===== src/rtl/fetch_pkg.sv =====
// Shared types and constants for the fetch-stage sequencer.
package fetch_pkg;

   typedef enum logic [1:0] {
      IDLE  = 2'd0,
      FETCH = 2'd1,
      STALL = 2'd2
   } fetch_state_e;

   // One instruction word is four bytes; pc advances by this amount.
   localparam int PC_INC = 4;

   // Byte-address width for a word-addressed memory of the given depth.
   function automatic int byte_addr_w(input int depth_words);
      return $clog2(depth_words) + 2;
   endfunction

endpackage


===== src/rtl/fetch_perf_cnt.sv =====
// Saturating fetch / bubble event counters for fetch_ctrl.
// Only present when FETCH_CTRL_PERF_CNT_EN is defined.
`ifdef FETCH_CTRL_PERF_CNT_EN
module fetch_perf_cnt (
   input  logic        clk,
   input  logic        rst_n,
   input  logic        clr,
   input  logic        fetch_inc,
   input  logic        bubble_inc,
   output logic [31:0] fetch_cnt,
   output logic [31:0] bubble_cnt
);

   // Increment that sticks at all-ones instead of wrapping.
   function automatic logic [31:0] sat_inc(input logic [31:0] v);
      return (v == 32'hFFFF_FFFF) ? v : v + 32'd1;
   endfunction

   // Counters clear on reset or clr; otherwise count their events.
   always_ff @(posedge clk) begin
      if (!rst_n || clr) begin
         fetch_cnt  <= '0;
         bubble_cnt <= '0;
      end else begin
         if (fetch_inc)  fetch_cnt  <= sat_inc(fetch_cnt);
         if (bubble_inc) bubble_cnt <= sat_inc(bubble_cnt);
      end
   end

endmodule
`endif


===== src/rtl/fetch_ctrl.sv =====
// Fetch-stage sequencer: owns the pc, arbitrates the single-port
// instruction memory between the loader and fetch, applies stall and
// branch redirect, and flags valid fetched words for decode.
// Optional macro FETCH_CTRL_PERF_CNT_EN adds perf counters and perf_clr.
module fetch_ctrl
   import fetch_pkg::*;
#(
   parameter  int INST_MEM_DEPTH  = 32,
   parameter  int INST_MEM_DAT_W  = 32,
   parameter  int RST_PC          = 0,
   localparam int INST_MEM_ADDR_W = byte_addr_w(INST_MEM_DEPTH)
) (
   input  logic                       clk,
   input  logic                       rst_n,
   input  logic                       run,
   input  logic                       halt,
   input  logic                       stall,
   input  logic                       redir_vld,
   input  logic [INST_MEM_ADDR_W-1:0] redir_pc,
   input  logic                       ld_req,
   input  logic [INST_MEM_ADDR_W-1:0] ld_addr,
   input  logic [INST_MEM_DAT_W-1:0]  ld_dat,
   output logic                       ld_gnt,
   output logic [INST_MEM_ADDR_W-1:0] pc,
   output logic                       mem_we,
   output logic [INST_MEM_ADDR_W-1:0] mem_addr,
   output logic [INST_MEM_DAT_W-1:0]  mem_dat,
   output logic                       id_vld,
   output logic                       busy
`ifdef FETCH_CTRL_PERF_CNT_EN
   ,
   input  logic                       perf_clr,
   output logic [31:0]                perf_fetch_cnt,
   output logic [31:0]                perf_bubble_cnt
`endif
);

   localparam logic [INST_MEM_ADDR_W-1:0] WORD_MASK = ~INST_MEM_ADDR_W'(3);
   localparam logic [INST_MEM_ADDR_W-1:0] PC_STEP   = INST_MEM_ADDR_W'(PC_INC);
   localparam logic [INST_MEM_ADDR_W-1:0] PC_RESET  = INST_MEM_ADDR_W'(RST_PC);

   fetch_state_e                 state_r, state_nxt;
   logic [INST_MEM_ADDR_W-1:0]   pc_r, pc_nxt;
   logic                         id_vld_p1, id_vld_nxt;
   logic                         fetch_issue;

   // Memory port: the loader always wins; otherwise the port reads at pc.
   always_comb begin
      ld_gnt   = ld_req;
      mem_we   = ld_req;
      mem_addr = ld_req ? (ld_addr & WORD_MASK) : pc_r;
      mem_dat  = ld_dat;
      pc       = pc_r;
      id_vld   = id_vld_p1;
      busy     = (state_r != IDLE);
   end

   // Next state, next pc and fetch issue; priority halt > redirect > loader > stall > sequential.
   always_comb begin
      state_nxt   = state_r;
      pc_nxt      = pc_r;
      id_vld_nxt  = id_vld_p1;
      fetch_issue = 1'b0;
      unique case (state_r)
         IDLE: begin
            id_vld_nxt = 1'b0;
            if (halt) begin
               pc_nxt = PC_RESET;
            end else if (run && !ld_req) begin
               state_nxt = FETCH;
            end
         end
         FETCH: begin
            if (halt) begin
               state_nxt  = IDLE;
               pc_nxt     = PC_RESET;
               id_vld_nxt = 1'b0;
            end else if (redir_vld) begin
               pc_nxt     = redir_pc & WORD_MASK;
               id_vld_nxt = 1'b0;
            end else if (!run) begin
               state_nxt  = IDLE;
               id_vld_nxt = 1'b0;
            end else if (ld_req) begin
               // Port taken by the loader: pc held, bubble into decode.
               state_nxt  = stall ? STALL : FETCH;
               id_vld_nxt = 1'b0;
            end else if (stall) begin
               // Decode refused the presented word; keep it flagged valid.
               state_nxt = STALL;
            end else begin
               fetch_issue = 1'b1;
            end
         end
         STALL: begin
            if (halt) begin
               state_nxt  = IDLE;
               pc_nxt     = PC_RESET;
               id_vld_nxt = 1'b0;
            end else if (redir_vld) begin
               // Redirect beats stall and squashes the held word.
               state_nxt  = FETCH;
               pc_nxt     = redir_pc & WORD_MASK;
               id_vld_nxt = 1'b0;
            end else if (!stall) begin
               // Held word is consumed this cycle; nothing new was issued.
               state_nxt  = FETCH;
               id_vld_nxt = 1'b0;
            end
         end
         default: begin
            state_nxt  = IDLE;
            id_vld_nxt = 1'b0;
         end
      endcase
      if (fetch_issue) begin
         pc_nxt     = pc_r + PC_STEP;
         id_vld_nxt = 1'b1;
      end
   end

   // State, pc and the registered fetch-issue flag (read data valid next cycle).
   always_ff @(posedge clk) begin
      if (!rst_n) begin
         state_r   <= IDLE;
         pc_r      <= PC_RESET;
         id_vld_p1 <= 1'b0;
      end else begin
         state_r   <= state_nxt;
         pc_r      <= pc_nxt;
         id_vld_p1 <= id_vld_nxt;
      end
   end

`ifdef FETCH_CTRL_PERF_CNT_EN
   logic bubble_inc;

   // A bubble is any active cycle that issued no fetch.
   always_comb begin
      bubble_inc = (state_r != IDLE) && !fetch_issue;
   end

   fetch_perf_cnt u_perf (
      .clk        (clk),
      .rst_n      (rst_n),
      .clr        (perf_clr),
      .fetch_inc  (fetch_issue),
      .bubble_inc (bubble_inc),
      .fetch_cnt  (perf_fetch_cnt),
      .bubble_cnt (perf_bubble_cnt)
   );
`endif

endmodule


===== config.mk =====
export PLATFORM = sky130hd
export DESIGN_NAME = fetch_ctrl
export DESIGN_NICKNAME = d
export VERILOG_FILES = /design/src/rtl/fetch_pkg.sv /design/src/rtl/fetch_perf_cnt.sv /design/src/rtl/fetch_ctrl.sv
export SDC_FILE = /design/constraint.sdc
export NUM_CORES = 1
export LEC_CHECK = 0
export ABC_AREA = 1
export CORE_UTILIZATION = 26
export CTS_CLUSTER_SIZE = 28
export DETAILED_ROUTE_END_ITERATION = 16
export PLACE_DENSITY_LB_ADDON = 0.25
export SYNTH_ARGS = -nofsm -noshare
export SYNTH_HDL_FRONTEND = slang
export SYNTH_HIERARCHICAL = 1
export SYNTH_SLANG_ARGS = --single-unit

===== constraint.sdc =====
create_clock -name clk -period 1.26 [get_ports clk]
set_input_delay 0.378 -clock clk [delete_from_list [all_inputs] [get_ports clk]]
set_output_delay 0.378 -clock clk [all_outputs]
set_load 0.01 [all_outputs]

Yosys cells after proc, flatten, opt, wreduce, memory -nomap -nowiden:

Cells that the tools add are included.

* register bits: 10
* input port bits: 53
* output and inout port bits: 50

* add/subtract/negate cells: 1
* equal/unequal tests: 11
* multiplexer cells: 33
* reduce and logical (&&, ||, !) cells: 9

Operators with widths (count)
* two-way mux 7 bit: 5
* two-way mux 2 bit: 11
* two-way mux 1 bit: 14
* case mux 7 bit (2 select lines): 1
* inequality test 5 bit (second input constant): 2
* adder 7 x 3 -> 7 bit (second input constant): 1
* inequality test 3 bit (second input constant): 2
* inequality test 6 bit (second input constant): 1
* case mux 2 bit (3 select lines): 1
* AND reduction 5 bit: 1
* inequality test 2 bit (second input constant): 2
* inequality test 4 x 1 -> 1 bit (second input constant): 1
* inequality test 4 bit (second input constant): 1
* AND reduction 3 bit: 1
* nonzero test 3 bit: 1
* == test 2 x 1 -> 1 bit (second input constant): 1
* == test 2 bit (second input constant): 1
* logical NOT 2 bit: 1
* case mux 1 bit (2 select lines): 1
* AND reduction 2 bit: 1
* nonzero test 2 bit: 1
* OR reduction 2 bit: 1
* logical AND 1 bit: 1
* logical NOT 1 bit: 1

Depth between registers and ports, before layout:

* word-level depth: 8
* mapped depth: 11

Least setup slack after synthesis:

Ideal clock, no wire load.

* path type: reg2reg
* start point: register state_r[1]
* end point: register pc_r[3], in the netlist pc[3]
* arrival: 1.231 ns
* required time: 1.146 ns
* path slack: -0.085 ns
* stages on the path, launching flop included: 11
* buffers on the path: 1
* period minus slack after synthesis: 1.345 ns
* path through: dfxtp_1 > inv_1 > ha_1 > inv_2 > nor2_4 > nand3_4 > buf_6 > o21ai_1 > nand2_1 > nand2_1 > nor2_2

* cells in the longest elaborated chain, start to end: 4
* elaborated cells between the ends (all ways): 11
* those cells by class: eq/ne (4); mux (3); reduce/logical (4)

RTL lines
* from (decl): RTL line fetch_ctrl.sv:42 `fetch_state_e state_r, state_nxt;`
* from (signal assigned): RTL line fetch_ctrl.sv:129 `state_r <= state_nxt;`
* == test 2 bit or == test 2 x 1 -> 1 bit (tied branches): RTL line fetch_ctrl.sv:64 `unique case (state_r)`
* OR reduction 2 bit (no source line) or two-way mux 1 bit (tied branches)
* inequality test 4 x 1 -> 1 bit (no source line) (tied with other cells)
* AND reduction 3 bit (no source line) or two-way mux 7 bit (tied branches)
* to (signal assigned): RTL line fetch_ctrl.sv:130 `pc_r <= pc_nxt;`
* to (decl): RTL line fetch_ctrl.sv:43 `logic [INST_MEM_ADDR_W-1:0] pc_r, pc_nxt;`

Several ways; a longest one is shown, not always the timed one.
A chain may end at the register's enable or synchronous reset.

Worst setup path after layout:

Ends and elaborated chain as after synthesis.

==> impl_summary.md <==
Pwr
The fraction of power consumed by combinational cells is 71.1%. Summed over all cells, the static leakage comes to 0.710 nW. The share of total power in sequential cells is 16.4%. The net switching power figure is 0.00106 W. The share of total power dissipated in the clock network is 12.5%.

In this run the power density over the cells is 1740 nW/um^2. The worst IR drop on VDD is 0.422 mV. The switching share of power is 42.3%.

The overall power is 0.00250 W. The internal power of the cells is 0.00145 W.

Setup path
The cell family with the largest share of critical-path delay is simple AND/OR/NAND/NOR gates. The source of the worst register-to-register timing path is state_r[1]. The element type at the critical path end is a flop.

The classification of the worst setup path is flop to flop. For the worst flop-to-flop path, the logic depth is 11. At the worst endpoint, the required time is 1.38 ns. The data arrival time of the critical path is 1.50 ns.

Traced cell by cell, the critical path runs through inv_4, buf_6, ha_4, inv_2, nor2_4, nand3_4, buf_6, o21ai_2, nand2_1, nand2_1, nor2_2. For flop-to-flop paths, the worst setup slack is -0.12 ns. Along the worst path, the maximum fanout reaches 5. The nature of the critical path startpoint is a flop. The largest incremental delay on the critical path is 0.33 ns.

The total buffers and inverters traversed by the critical path is 4. The endpoint of the lowest-slack register-to-register path is pc[3]. The largest individual stage delay along the critical path comes from the cell sky130_fd_sc_hd__dfxtp_2.

Timing
Setup slack on the critical path of the routed design comes to -0.119 ns. The final clock period utilization by the worst path is 109%. Setup repair after global routing could not meet its margin everywhere. The clock tree skew after final layout is 0.00502 ns. The setup total negative slack is -0.582 ns. The number of endpoints with negative hold slack in the final report is 0. The highest achievable clock rate is 725 MHz. The routed design could run at a clock period as short as 1.38 ns. Setup violations remaining at the end of the flow were counted as 6. The final count of pins violating max slew came to 0.

Drt
The number of nets with antenna violations after routing is 0. Wires add up to 2360 um. The count of vias placed by the detailed router is 932. For this run, design rule violations remaining after detail routing come to 0. The first routing iteration left 15 violations. The average routed wire per standard cell is 10.1 um. The number of iterations in the first detailed-routing pass is 4. In the routed layout, each cell is associated on average with a via count of 4.00.

Synth
The top flip-flop cell by instance count after synthesis is sky130_fd_sc_hd__dfxtp_1. In this run, synthesis produced a sequential element count of 8. The number of flops mapped to enable cells by yosys is 0.

The distinct cell type count after synthesis is 21. The fraction of registers with async set/reset is 0%. Of the synthesized area, sequential elements account for 15.9%. After synthesis, the mean cell area works out to 6.27 um^2. After synthesis, the most frequently instantiated cells are sky130_fd_sc_hd__nand2_1 (43), sky130_fd_sc_hd__buf_4 (38), sky130_fd_sc_hd__nor2_1 (19). The most area-hungry cell type in the Yosys netlist is sky130_fd_sc_hd__buf_4.

The post-synthesis instance total is 161. The Yosys step of the flow raised 6 warnings. By area the synthesized netlist is led by sky130_fd_sc_hd__buf_4 (28%), sky130_fd_sc_hd__nand2_1 (16%), sky130_fd_sc_hd__dfxtp_1 (16%). The most instantiated library cell after synthesis is sky130_fd_sc_hd__nand2_1. The share of synthesized area in the top cell type comes to 28.3%. The cell area that synthesis handed to floorplanning was 1010 um^2.

Run status
The run finished, with violations left. The checks that failed: setup timing.

Layout
Relative to the synthesized area, the layout overhead comes to 42.9%. The filler cells instantiated in the layout total 390. Summing all multi-input logic gate instances after layout gives 626 um^2.

The post-route netlist has 46.5% of its cells at a drive strength greater than 1. The diode insertion count for antenna repair is 0. The sequential cells in the finished layout cover a total of 166 um^2. In the final design database the tool counted 245 nets.

Clocking
The total clock sinks is 8. The quantity of hold-fixing buffers added after cts is 0. The buffer cell driving the clock tree root is sky130_fd_sc_hd__clkbuf_8.

Counting along the longest clock path gives a buffer depth of 2. After clock tree synthesis, the clock-pin slew on the worst setup and hold paths is 0.05 ns. The TritonCTS clock tree is yes. In this run the number of H-tree levels came out at 1. The clock reaches the later pin of the worst-skew pair after 0.23 ns. The number of clock buffers added by TritonCTS is 3.

Global route
The first global-routing pass estimated 3900 um of wire. The number of global-route vias before repair is 932. The global routing usage summed across all routing layers is 12.2%. The initial antenna violation count is 0.

For this run the aggregate overflow at the end of global routing stands at 0. The maximum number of pins on one net before global-route repair is 8.

Floorplanning
Once the floorplan was initialized, standard cells occupied 27.4% of the core. Row generation in the floorplan step produced 22 rows. The standard cell core area is 3690 um^2. Pin placement for this block handled 103 I/O pins.

The area enclosed by the die boundary is 4140 um^2. The die is 64.3 um wide. The die is 64.3 um tall.

Min path
The worst hold path was traced through 2 stages. The worst hold path terminates at id_vld. The startpoint identified for the worst hold timing path is id_vld.

In this run the worst hold path is classified as flop to flop.

Place
The half-perimeter wire length after placement is 1800 um. The final RePlAce weighted congestion is 0.797. Port buffering added 30 buffers.

Job
The tool flagged a number of max-cap violations equal to 0.
[area by class of cell]
| cell class | instances | share of cell area, % |
|---|---|---|
| inverter | 15 | 4.25 |
| multi-input combinational | 101 | 43.4 |
| sequential | 8 | 11.5 |
| timing repair buffer | 58 | 33.8 |
| tap | 48 | 4.16 |
| clock buffer | 3 | 2.86 |
[tightest hold or removal path: cells and delay by family, from the launching register on]
kind,cells,cell delay (ns)
flip-flops,1,0.31
AO/OA/AOI/OAI,2,0.17
[placed cells by master (no fill, tap or decap), types with 4 or more instances in the layout]
master,instances
sky130_fd_sc_hd__buf_2,7
sky130_fd_sc_hd__buf_6,9
sky130_fd_sc_hd__nor2_2,4
sky130_fd_sc_hd__nand2_1,37
sky130_fd_sc_hd__nand3_1,5
sky130_fd_sc_hd__inv_1,6
sky130_fd_sc_hd__clkdlybuf4s50_1,6
sky130_fd_sc_hd__o21ai_2,5
sky130_fd_sc_hd__o21ai_1,4
sky130_fd_sc_hd__dfxtp_2,5
sky130_fd_sc_hd__nand2_2,6
sky130_fd_sc_hd__dlygate4sd2_1,10
sky130_fd_sc_hd__nor2_1,16
sky130_fd_sc_hd__buf_4,21
sky130_fd_sc_hd__conb_1,4
sky130_fd_sc_hd__inv_2,7
sky130_fd_sc_hd__nor2_4,5
[worst max path at each step]
stage                     slack, ns       start  cells past startpoint          end
after floorplan               -0.01  state_r[1]                     10        pc[3]
after global placement        -0.80      ld_req                      5  mem_addr[6]
after detailed placement      -0.81      ld_req                      5  mem_addr[4]
after CTS                     -0.15  state_r[1]                     11        pc[4]
after global routing          -0.22  state_r[1]                     12        pc[6]
final                         -0.12  state_r[1]                     11        pc[3]
[routing by layer]
layer,track usage [%],vias up,part of all wire (%)
li1,-,498,-
met1,13.8,415,44
met2,21.3,15,48
met3,3.93,4,6.9
met4,3.89,0,0.89
met5,0,-,0
[per-stage QoR]
step	cells	utilization [%]	hold slack (ns)	area [um^2]	setup WS (ns)
final	233	39.1	0.530	1440	-0.119
after detailed placement	225	34.9	0.492	1290	-0.806
after global routing	233	39.1	0.572	1440	-0.224
after global placement	225	34.9	0.502	1290	-0.802
after CTS	232	37.4	0.502	1380	-0.145
after floorplan	164	-	0.491	1060	-0.0116
[registers in the layout (all words and copies together), names as in the netlist]
name     cells
id_vld       1
pc           5
state_r      2
[power by group through the flow]
stage | registers, W | logic, W | clock network [W]
after floorplan | 0.000462 | 0.000890 | 0
after global placement | 0.000406 | 0.00159 | 0
after detailed placement | 0.000407 | 0.00159 | 0
after CTS | 0.000402 | 0.00168 | 0.000324
after global routing | 0.000426 | 0.00198 | 0.000341
final | 0.000411 | 0.00178 | 0.000313
[cells by family (layout without fill, tap and decap cells)]
kind of cell | Yosys count | after routing | synth area share (%)
simple gates | 78 | 78 | 34.8
buf+inv | 55 | 76 | 35.4
compound gates | 13 | 13 | 6.44
flops | 8 | 8 | 15.9
fa+ha+maj | 5 | 5 | 6.20
other cells | 1 | 4 | 0.371
xor+xnor | 1 | 1 | 0.868
[timing repair]
item                       CTS  global route
cloned                       1             0
resized for setup           81            25
pin swaps                   13            14
setup endpoints to repair   22            17
setup buffers                3             1
No activity file was read; power rests on OpenSTA's default activity.
